**src/rtl/zx_keyboard_matrix.sv**
```systemverilog
// zx_keyboard_matrix
//   Turns the PS/2 set-2 key event stream from the MiST/DeMiSTify glue into
//   the 8x5 ZX Spectrum keyboard matrix and answers ULA port 0xFE reads.
//   One "held" flag is kept per recognised scancode (source). Matrix keys are
//   the OR of all sources that map onto them.
//
// Optional feature (macro ZXKB_COMPOUND_EN):
//   Adds compound keys. Each has its own flag and asserts CAPS SHIFT plus one
//   other key:
//     66 Backspace, 6B Left, 72 Down, 75 Up, 74 Right, 76 Esc.
//   When undefined, those codes are ignored.
//
// Ports:
//   clock  in   system clock
//   reset  in   asynchronous active-low reset
//   strb   in   one-cycle key event strobe
//   make   in   1 = pressed, 0 = released (qualified by strb)
//   code   in   [7:0] scancode, E0 prefix stripped (qualified by strb)
//   addr   in   [7:0] CPU A15..A8, active-low row select (bit r = row r)
//   keys   out  [4:0] D4..D0, active-low, registered

module zx_keyboard_matrix (
    input  logic       clock,
    input  logic       reset,
    input  logic       strb,
    input  logic       make,
    input  logic [7:0] code,
    input  logic [7:0] addr,
    output logic [4:0] keys
);

    // Sources 0..39 map one-to-one onto matrix position row*5+bit,
    // source 40 is the second shift key, 41..46 are the compound keys.
`ifdef ZXKB_COMPOUND_EN
    localparam int unsigned NSRC = 47;
`else
    localparam int unsigned NSRC = 41;
`endif

    logic [NSRC-1:0] held;
    logic            hit;
    logic [5:0]      idx;
    logic [39:0]     pressed;
    logic [4:0]      colsActive;

    // Scancode -> source index decode
    always_comb begin
        hit = 1'b1;
        idx = '0;
        case (code)
            8'h12: idx = 6'd0;   // LShift -> CS
            8'h1A: idx = 6'd1;
            8'h22: idx = 6'd2;
            8'h21: idx = 6'd3;
            8'h2A: idx = 6'd4;
            8'h1C: idx = 6'd5;
            8'h1B: idx = 6'd6;
            8'h23: idx = 6'd7;
            8'h2B: idx = 6'd8;
            8'h34: idx = 6'd9;
            8'h15: idx = 6'd10;
            8'h1D: idx = 6'd11;
            8'h24: idx = 6'd12;
            8'h2D: idx = 6'd13;
            8'h2C: idx = 6'd14;
            8'h16: idx = 6'd15;
            8'h1E: idx = 6'd16;
            8'h26: idx = 6'd17;
            8'h25: idx = 6'd18;
            8'h2E: idx = 6'd19;
            8'h45: idx = 6'd20;
            8'h46: idx = 6'd21;
            8'h3E: idx = 6'd22;
            8'h3D: idx = 6'd23;
            8'h36: idx = 6'd24;
            8'h4D: idx = 6'd25;
            8'h44: idx = 6'd26;
            8'h43: idx = 6'd27;
            8'h3C: idx = 6'd28;
            8'h35: idx = 6'd29;
            8'h5A: idx = 6'd30;
            8'h4B: idx = 6'd31;
            8'h42: idx = 6'd32;
            8'h3B: idx = 6'd33;
            8'h33: idx = 6'd34;
            8'h29: idx = 6'd35;
            8'h14: idx = 6'd36;  // Ctrl -> SS
            8'h3A: idx = 6'd37;
            8'h31: idx = 6'd38;
            8'h32: idx = 6'd39;
            8'h59: idx = 6'd40;  // RShift -> CS, own flag
`ifdef ZXKB_COMPOUND_EN
            8'h66: idx = 6'd41;
            8'h6B: idx = 6'd42;
            8'h72: idx = 6'd43;
            8'h75: idx = 6'd44;
            8'h74: idx = 6'd45;
            8'h76: idx = 6'd46;
`endif
            default: hit = 1'b0;
        endcase
    end

    always_ff @(posedge clock or negedge reset) begin
        if (!reset) begin
            held <= '0;
        end else if (strb && hit) begin
            held[idx] <= make;
        end
    end

    // Matrix key = OR of every source mapped onto it
    always_comb begin
        pressed    = held[39:0];
        pressed[0] = held[0] | held[40];
`ifdef ZXKB_COMPOUND_EN
        pressed[0]  = pressed[0] | (|held[46:41]);
        pressed[20] = held[20] | held[41];  // 0
        pressed[19] = held[19] | held[42];  // 5
        pressed[24] = held[24] | held[43];  // 6
        pressed[23] = held[23] | held[44];  // 7
        pressed[22] = held[22] | held[45];  // 8
        pressed[35] = held[35] | held[46];  // SPACE
`endif
    end

    always_comb begin
        colsActive = '0;
        for (int unsigned r = 0; r < 8; r++) begin
            if (!addr[r]) colsActive = colsActive | pressed[r*5 +: 5];
        end
    end

    always_ff @(posedge clock or negedge reset) begin
        if (!reset) begin
            keys <= '1;
        end else begin
            keys <= ~colsActive;
        end
    end

endmodule
```
**config.mk**
```make
export PLATFORM = sky130hd
export DESIGN_NAME = zx_keyboard_matrix
export DESIGN_NICKNAME = d
export VERILOG_FILES = /design/src/rtl/zx_keyboard_matrix.sv
export SDC_FILE = /design/constraint.sdc
export NUM_CORES = 1
export LEC_CHECK = 0
export ABC_AREA = 1
export BUFFER_PORTS_ARGS = -buffer_cell sky130_fd_sc_hd__buf_2
export CELL_PAD_IN_SITES_DETAIL_PLACEMENT = 1
export CELL_PAD_IN_SITES_GLOBAL_PLACEMENT = 1
export CORE_MARGIN = 4
export CORE_UTILIZATION = 43
export DETAILED_ROUTE_END_ITERATION = 7
export PLACE_DENSITY_LB_ADDON = 0.1
export SETUP_SLACK_MARGIN = 0.02
export SLEW_MARGIN = 25
export SYNTH_ARGS = -nofsm -noshare
export SYNTH_HDL_FRONTEND = slang
export SYNTH_SLANG_ARGS = --single-unit
```
**constraint.sdc**
```tcl
create_clock -name clock -period 1.4 [get_ports clock]
set_input_delay 0.28 -clock clock [delete_from_list [all_inputs] [get_ports clock]]
set_output_delay 0.28 -clock clock [all_outputs]
set_load 0.02 [all_outputs]
```
==> results of run 1 <==
## stage by stage
stage / setup TNS (ns) / utilization, % / instance area, um^2 / setup slack [ns]
after CTS: -9.51 / 65.9 / 4830 / -0.266
after detailed placement: -23.43 / 56.5 / 4140 / -0.647
after global placement: -20.09 / 56.5 / 4140 / -0.512
after floorplan: -4.57 / - / 3450 / -0.133
## synth_stat cells
cell type	count
a211oi_1	1
nand3_1	30
a21oi_1	7
dfstp_2	5
nand3_2	19
a22o_1	1
o211ai_1	2
a221oi_1	2
nand4_1	42
dfrtp_1	41
clkbuf_1	7
buf_4	5
buf_2	1
inv_1	67
buf_1	6
o22ai_1	2
inv_2	1
a2111oi_0	1
nand2_2	2
o21ai_0	9
nor2_1	53
o221ai_1	2
nand3_4	1
nor2_2	3
and2_1	1
nand2_1	180
buf_6	5
## repair_timing
item,CTS
cloned,6
resized for setup,78
pin swaps,17
hold endpoints to repair,9
setup buffers,15
setup endpoints to repair,43
hold buffers,1
## logic make-up after synthesis
kind of cell	after synthesis	share of synthesized area, %
compound gates	27	5.14
simple gates	331	47.0
flops	46	35.5
buf+inv	92	12.4
==> flow_summary_export.csv, run 1 <==
group,metric,value,unit
outcome,run_status,"did not finish",
outcome,lastStage,"global routing",
outcome,firstError,"[ERROR DPL-0033] detailed placement checks failed during check placement.",
synth,synth_area_leaders,"dfrtp_1 31%, nand2_1 21%, nand4_1 8.1%, inv_1 7.7%, nor2_1 6.1%",
die,ios,25,
cts,clock_path_buffers,2,
die,die_height,95.1,um
global_route,grt_max_degree,42,
sta,crit_endpoint,"held[30]$_DFFE_PN0P_/D",
placed_design,dp.final_hpwl,8.66,mm
global_route,antenna_found_initial,0,
synth,synth_fp_nets,516,
cts,root_buffer,"clkbuf_8",
cts,clock_sinks,46,
die,dieWidth,95.1,um
synth,yosys_warnings,0,
sta,endpoint_type,"register input",
synth,netlist.area_leader.share,31.5,%
placed_design,port_buffers,24,
placed_design,gp_congestion,0.864,
die,start_util,44.5,%
synth,synth.yosys.seq_area_share,35.5,%
synth,yosysTopAreaCell,"dfrtp_1",
placed_design,dp_cells,667,
synth,synth_seq_cells,46,
synth,synthDistinctLibCells,27,
cts,htreeDepth,2,
cts,numCtsBuffers,5,
synth,postSynthCellCount,496,
synth,netlist_area,3260,um^2
synth,avgSynthCellArea,6.57,um^2
die,row_count,31,
==> inputs of run 2 (changes only) <==
--- a/config.mk
+++ b/config.mk
@@ -7,13 +7,10 @@
 export LEC_CHECK = 0
 export ABC_AREA = 1
 export BUFFER_PORTS_ARGS = -buffer_cell sky130_fd_sc_hd__buf_2
-export CELL_PAD_IN_SITES_DETAIL_PLACEMENT = 1
-export CELL_PAD_IN_SITES_GLOBAL_PLACEMENT = 1
 export CORE_MARGIN = 4
-export CORE_UTILIZATION = 43
+export CORE_UTILIZATION = 40
 export DETAILED_ROUTE_END_ITERATION = 7
-export PLACE_DENSITY_LB_ADDON = 0.1
-export SETUP_SLACK_MARGIN = 0.02
+export PLACE_DENSITY_LB_ADDON = 0.15
 export SLEW_MARGIN = 25
 export SYNTH_ARGS = -nofsm -noshare
 export SYNTH_HDL_FRONTEND = slang
==> flow_summary_export.csv, run 2 <==
group,metric,value,unit
sta,hold_viol,0,
final_layout,layout-drive-gt1-share,38.7,%
synth,synthDistinctLibCells,27,
die,start_util,41.8,%
job,maxCapViolCount,0,
global_route,gr-usage-met2,30.9,%
final_layout,fill_cells,687,
critical_path,r2r_end,"keys[1]$_DFF_PN1_",
final_layout,largest_reg_flops,41,
global_route,grt_max_degree,83,
synth,netlist.area_leader.share,31.5,%
critical_path,path_delay_family,"simple AND/OR/NAND/NOR gates",
routing,wl,10.7,mm
sta,rsz0062_at_grt,"yes",
outcome,violations,"negative setup slack",
synth,synth_area_leaders,"dfrtp_1 31%, nand2_1 21%, nand4_1 8.1%, inv_1 7.7%, nor2_1 6.1%",
placed_design,gp_congestion,0.936,
global_route,grt_pass1_vias,3363,
sta,fin_skew,0.00435,ns
critical_path,end_kind,"register",
final_layout,seqCellArea,1160,um^2
routing,firstDrtPassIters,5,
critical_path,setup.worst_path.start,"code[4]",
synth,postSynthCellCount,496,
placed_design,port_buffers,24,
global_route,grt_use_met1,30.5,%
synth,yosys_warnings,0,
power,p_leak,2.69,nW
die,core_area,7810,um^2
sta,finalSetupViolations,41,
sta,fin_crit_sh,115,%
synth,netlist_area,3260,um^2
critical_path,crit_fanout,6,
outcome,run_status,"finished, violations left",
placed_design,dp.final_hpwl,6.97,mm
cts,htreeDepth,2,
final_layout,area_growth,48.8,%
critical_path,critical_path_depth,16,
synth,yosys-top-cells-count,"180 x nand2_1, 67 x inv_1, 53 x nor2_1, 42 x nand4_1, 41 x dfrtp_1",
sta,slew_viol_final,0,
synth,ys_async_sr_fraction,100,%
final_layout,final_util,62.1,%
critical_path,cp.required,1.59,ns
final_layout,multi_input_area,2090,um^2
critical_path,start_kind,"input pin",
synth,yosysTopAreaCell,"dfrtp_1",
synth,synth_flop_cell,"dfrtp_1",
routing,drt_drc_violations_left,0,
routing,viasPerCell,5.26,
global_route,top_usage_layer,"met2",
global_route,grt_use_total,20.7,%
die,ios,25,
critical_path,worst_path_max_delay_cell,"clkbuf_16",
cts,clock_path_buffers,2,
critical_path,r2r-start,"held[6]$_DFFE_PN0P_",
cts,root_buffer,"clkbuf_8",
sta,fmax,622,MHz
hold_path,hold_path_startpoint,"addr[6]",
synth,synth_most_common_cell,"nand2_1",
die,row_count,32,
power,ir_worst_vdd,322,uV
final_layout,final_cell_mix,"135 x nand2_1, 67 x buf_4, 60 x inv_1, 42 x nand4_1, 41 x dfrtp_1",
cts,clkTransAtPathRegs,0.08,ns
critical_path,worstPathCellList,"buf_8, inv_6, nand2_4, nor2_4, clkbuf_16, nand2_4, nand2_1, nor2_1, nand2_1, nor2_2, nand3_4, buf_6, clkbuf_16, nand3_1, nand2_1, nand2_1",
final_layout,largest_registers,"held: 41 flops, keys: 5 flops",
sta,worstMarginPinSlew,0.824,ns
critical_path,crit_buf_inv,5,
critical_path,r2r_cells,7,
final_layout,fin_nets,611,
routing,antenna_left,0,
routing,via_count,3653,
sta,hold_ws,0.279,ns
critical_path,ff2ff_setup_slack,0.09,ns
die,die-area,9660,um^2
cts,numCtsBuffers,5,
global_route,antenna_found_initial,0,
power,powerDensity,638,nW/um^2
sta,slew_headroom,45.1,%
synth,avgSynthCellArea,6.57,um^2
hold_path,hold_class,"input pin to register",
final_layout,largest-register,"held",
critical_path,worstSetupPathType,"input pin to register",
sta,fin_ws,-0.208,ns
cts,clock_sinks,46,
critical_path,crit_path_frequent_cell,"nand2_1",
routing,routedWlPerCell,15.3,um
synth,synth.yosys.seq_area_share,35.5,%
final_layout,final_common_cell,"nand2_1",
critical_path,crit_end,"held[32]$_DFFE_PN0P_",
global_route,grt.met3_usage,2.57,%
synth,synth_seq_cells,46,
critical_path,crit_arrival,1.80,ns
cts,tritoncts,"yes",
synth,synth_fp_nets,516,
routing,drtIter0Drc,287,
cts,clk_latency,0.30,ns
synth,synth_edf_count,0,
global_route,gr-total-overflow,0,
global_route,grt_pass1_wl,16.6,mm
die,dieWidth,98.3,um
critical_path,slowest_delay,0.21,ns
sta,period_minus_slack,1.61,ns
final_layout,diodes,0,
die,die_height,98.3,um
## run 2: cell counts after synthesis
Identical to the previous run, type by type.
## run 2: cell type report
cell class,count,area share [%]
clock buffers,7,1.78
clock inverters,1,0.103
inverters,68,6.22
multi-input cells,359,43.1
flip-flops and latches,46,23.9
well taps,102,2.63
repair buffers,111,22.3
## run 2: power by group
group,leakage (nW),switching [W],internal (W)
sequential,0.623,0.0000199,0.00138
combinational,2.02,0.000482,0.000365
clock,0.0482,0.000451,0.000399
## run 2: routing by layer
| layer | wire [um] | vias to the layer above | share of wire [%] |
|---|---|---|---|
| met5 | 0 | - | 0 |
| met4 | 284 | 0 | 2.7 |
| met3 | 511 | 20 | 4.8 |
| met2 | 4950 | 127 | 47 |
| met1 | 4900 | 1729 | 46 |
| li1 | - | 1777 | - |
## run 2: how the worst min path moves through the flow
stage / endpoint / slack [ns] / cells past startpoint
6_report: keys[1]$_DFF_PN1_ / 0.28 / 3
5_1_grt: keys[1]$_DFF_PN1_ / 0.30 / 3
4_1_cts: keys[1]$_DFF_PN1_ / 0.28 / 3
3_5_place_dp: held[37]$_DFFE_PN0P_ / 0.23 / 1
3_3_place_gp: held[36]$_DFFE_PN0P_ / 0.22 / 1
2_1_floorplan: held[0]$_DFFE_PN0P_ / -0.02 / 0
## run 2: worst register-to-register path, stage by stage, from the launching register on
cell	delay (ns)
dfrtp_1	0.39
inv_1	0.07
o21ai_1	0.07
a21oi_1	0.19
o221ai_1	0.18
a21oi_1	0.14
o21ai_0	0.09
a21oi_1	0.12
## run 2: logic make-up (layout without fill, tap and decap cells)
family	count (synthesis)	count (layout)	synth area share, %
AO/OA/AOI/OAI	27	27	5.14
buffers and inverters	92	187	12.4
AND/OR/NAND/NOR	331	332	47.0
flip-flops	46	46	35.5
## run 2: stage by stage
stage / setup TNS (ns) / setup slack, ns / total power [W] / cell area (um^2) / cells
6_report: -7.43 / -0.208 / 0.00309 / 4850 / 694
5_1_grt: -10.27 / -0.294 / 0.00321 / 4850 / 694
4_1_cts: -4.49 / -0.152 / 0.00297 / 4470 / 684
3_5_place_dp: -20.98 / -0.545 / 0.00198 / 4090 / 663
3_3_place_gp: -18.86 / -0.500 / 0.00197 / 4090 / 663
2_1_floorplan: -4.57 / -0.133 / 0.00178 / 3450 / 496
## run 2: repair_timing
item | in CTS | in global routing
endpoints found under the hold margin | 13 | 0
hold buffers | 1 | 0
setup buffers | 8 | 7
pin swaps | 2 | 37
resized for setup | 42 | 70
gates cloned | 4 | 5
endpoints found under the setup margin | 41 | 43
(Power assumes the default switching activity.)
==> inputs of run 3 (changes only) <==
--- a/config.mk
+++ b/config.mk
@@ -6,10 +6,12 @@
 export NUM_CORES = 1
 export LEC_CHECK = 0
 export ABC_AREA = 1
-export BUFFER_PORTS_ARGS = -buffer_cell sky130_fd_sc_hd__buf_2
+export CELL_PAD_IN_SITES_DETAIL_PLACEMENT = 0
+export CELL_PAD_IN_SITES_GLOBAL_PLACEMENT = 2
 export CORE_MARGIN = 4
-export CORE_UTILIZATION = 40
+export CORE_UTILIZATION = 35
 export DETAILED_ROUTE_END_ITERATION = 7
+export DONT_BUFFER_PORTS = 1
 export PLACE_DENSITY_LB_ADDON = 0.15
 export SLEW_MARGIN = 25
 export SYNTH_ARGS = -nofsm -noshare
==> flow_summary_export.csv, run 3 (synthesized netlist as in run 2, its figures left out) <==
group,metric,value,unit
global_route,grt_use_total,18.4,%
power,ir_worst_vdd,431,uV
die,die_height,105,um
die,dieWidth,105,um
power,p_sw_share,30.2,%
critical_path,crit_buf_inv,3,
critical_path,start_kind,"input pin",
critical_path,path_delay_family,"simple AND/OR/NAND/NOR gates",
placed_design,placed_cell_area,3930,um^2
global_route,grt_pass1_wl,16.4,mm
outcome,violations,"negative setup slack",
critical_path,crit_arrival,1.65,ns
final_layout,fin_nets,578,
sta,fin_skew,0.00438,ns
routing,viasPerCell,5.07,
hold_path,hold_class,"input pin to register",
placed_design,gp_congestion,0.862,
sta,period_minus_slack,1.45,ns
sta,slew_headroom,71.8,%
final_layout,fin_area,4450,um^2
power,powerDensity,648,nW/um^2
final_layout,area_growth,36.4,%
cts,root_buffer,"clkbuf_8",
power,clkPwrFrac,30.0,%
final_layout,final_cells,667,
final_layout,largest-register,"held",
cts,htreeDepth,2,
die,start_util,36.7,%
cts,clkTransAtPathRegs,0.10,ns
critical_path,cp.required,1.60,ns
critical_path,crit_fanout,13,
routing,drtIter0Drc,196,
sta,finalSetupViolations,41,
sta,worstMarginPinSlew,0.419,ns
final_layout,largest_reg_flops,41,
placed_design,dp_cells,641,
die,core_area,8890,um^2
critical_path,slowest_delay,0.17,ns
job,maxCapViolCount,0,
critical_path,crit_path_frequent_cell,"nand2_1",
routing,wl,10.5,mm
global_route,grt_pass1_vias,3174,
routing,routedWlPerCell,15.8,um
die,row_count,34,
die,ios,25,
cts,clk_latency,0.30,ns
critical_path,end_kind,"register",
placed_design,port_buffers,0,
sta,slew_viol_final,0,
final_layout,final_common_cell,"nand2_1",
critical_path,worstSetupPathType,"input pin to register",
cts,numCtsBuffers,5,
global_route,antenna_found_initial,0,
critical_path,worst_path_max_delay_cell,"buf_12",
sta,rsz0062_at_grt,"yes",
power,power.switching,0.000869,W
routing,antenna_left,0,
final_layout,final_cell_mix,"143 x nand2_1, 63 x buf_4, 61 x inv_1, 42 x nand4_1, 41 x dfrtp_1",
final_layout,largest_registers,"held: 41 flops, keys: 5 flops",
routing,drt_drc_violations_left,0,
die,die-area,10900,um^2
power,p_seq_share,49.2,%
power,p_leak,2.40,nW
sta,hold_viol,0,
power,internal_power,0.00201,W
sta,fin_crit_sh,104,%
final_layout,layout-drive-gt1-share,33.3,%
global_route,grt_max_degree,83,
cts,tritoncts,"yes",
global_route,gr-total-overflow,0,
power,combPwrFrac,20.8,%
final_layout,diodes,0,
cts,clock_sinks,46,
sta,setup-tns-final,-1.48,ns
sta,fmax,688,MHz
routing,via_count,3381,
placed_design,dp.final_hpwl,7.36,mm
routing,firstDrtPassIters,4,
critical_path,worstPathCellList,"clkinvlp_4, nand2_4, nor2_4, nand2_2, nand2_1, nor2_1, nand2_1, nor2_4, nand3_4, buf_12, clkbuf_16, nand4_1, nand2_1",
outcome,run_status,"finished, violations left",
cts,clock_path_buffers,2,
sta,fin_ws,-0.0537,ns
-- run 3: worst paths after layout --
kind                                             end  cells past startpoint                 start  slack (ns)
worst max-delay path            held[34]$_DFFE_PN0P_                     13               code[0]       -0.05
worst min-delay path            held[15]$_DFFE_PN0P_                      2                  make        0.12
worst max register to register     keys[0]$_DFF_PN1_                      4  held[25]$_DFFE_PN0P_        0.09
worst min register to register     keys[1]$_DFF_PN1_                      1  held[36]$_DFFE_PN0P_        0.44
max in group asynchronous          keys[0]$_DFF_PN1_                      2                 reset        0.66
min in group asynchronous       held[26]$_DFFE_PN0P_                      2                 reset        0.47
-- run 3: timing repair --
action,4_1_cts,5_1_grt
endpoints found under the hold margin,46,0
gates resized for setup,2,47
pin swaps,2,7
buffers inserted,0,8
setup endpoints to repair,5,43
hold buffers,2,0
cloned,0,8
-- run 3: final cells by class --
| class | count | area [um^2] |
|---|---|---|
| Tap cell | 108 | 135 |
| Clock buffer | 5 | 68.8 |
| Sequential cell | 46 | 1160 |
| Clock inverter | 3 | 23.8 |
| Fill cell | 892 | 4440 |
| Multi-Input combinational cell | 359 | 1980 |
| Timing Repair Buffer | 78 | 787 |
| Inverter | 68 | 292 |
-- run 3: worst register-to-register path, stage by stage, from the launching register on --
cell and delay, ns:
dfrtp_1 0.39, a22o_1 0.23, a21oi_1 0.27, o211ai_1 0.14
a211oi_1 0.19
-- run 3: power groups by stage --
stage	logic (W)	registers (W)	clock network [W]
floorplan	0.000347	0.00143	0
global placement	0.000376	0.00144	0
detailed placement	0.000379	0.00144	0
CTS	0.000421	0.00142	0.000903
global route	0.000649	0.00142	0.000967
finish	0.000600	0.00142	0.000866
-- run 3: routing by layer --
metal	part of all wire, %	GRT usage (%)	vias to the layer above	wire length, um
met5	0	0	-	0
met3	3.3	2.30	9	344
li1	-	-	1721	-
met1	48	26.4	1594	5040
met2	48	29.3	57	5010
met4	1.3	4.84	0	135
-- run 3: per-stage QoR --
stage	setup slack [ns]	util (%)	hold WS (ns)	power, W
4_1_cts	0.0142	45.8	0.105	0.00274
3_3_place_gp	-0.319	44.2	-0.0142	0.00182
6_report	-0.0537	50.0	0.125	0.00288
3_5_place_dp	-0.332	44.2	-0.0141	0.00182
5_1_grt	-0.156	50.0	0.106	0.00304
2_1_floorplan	-0.133	-	-0.0156	0.00178
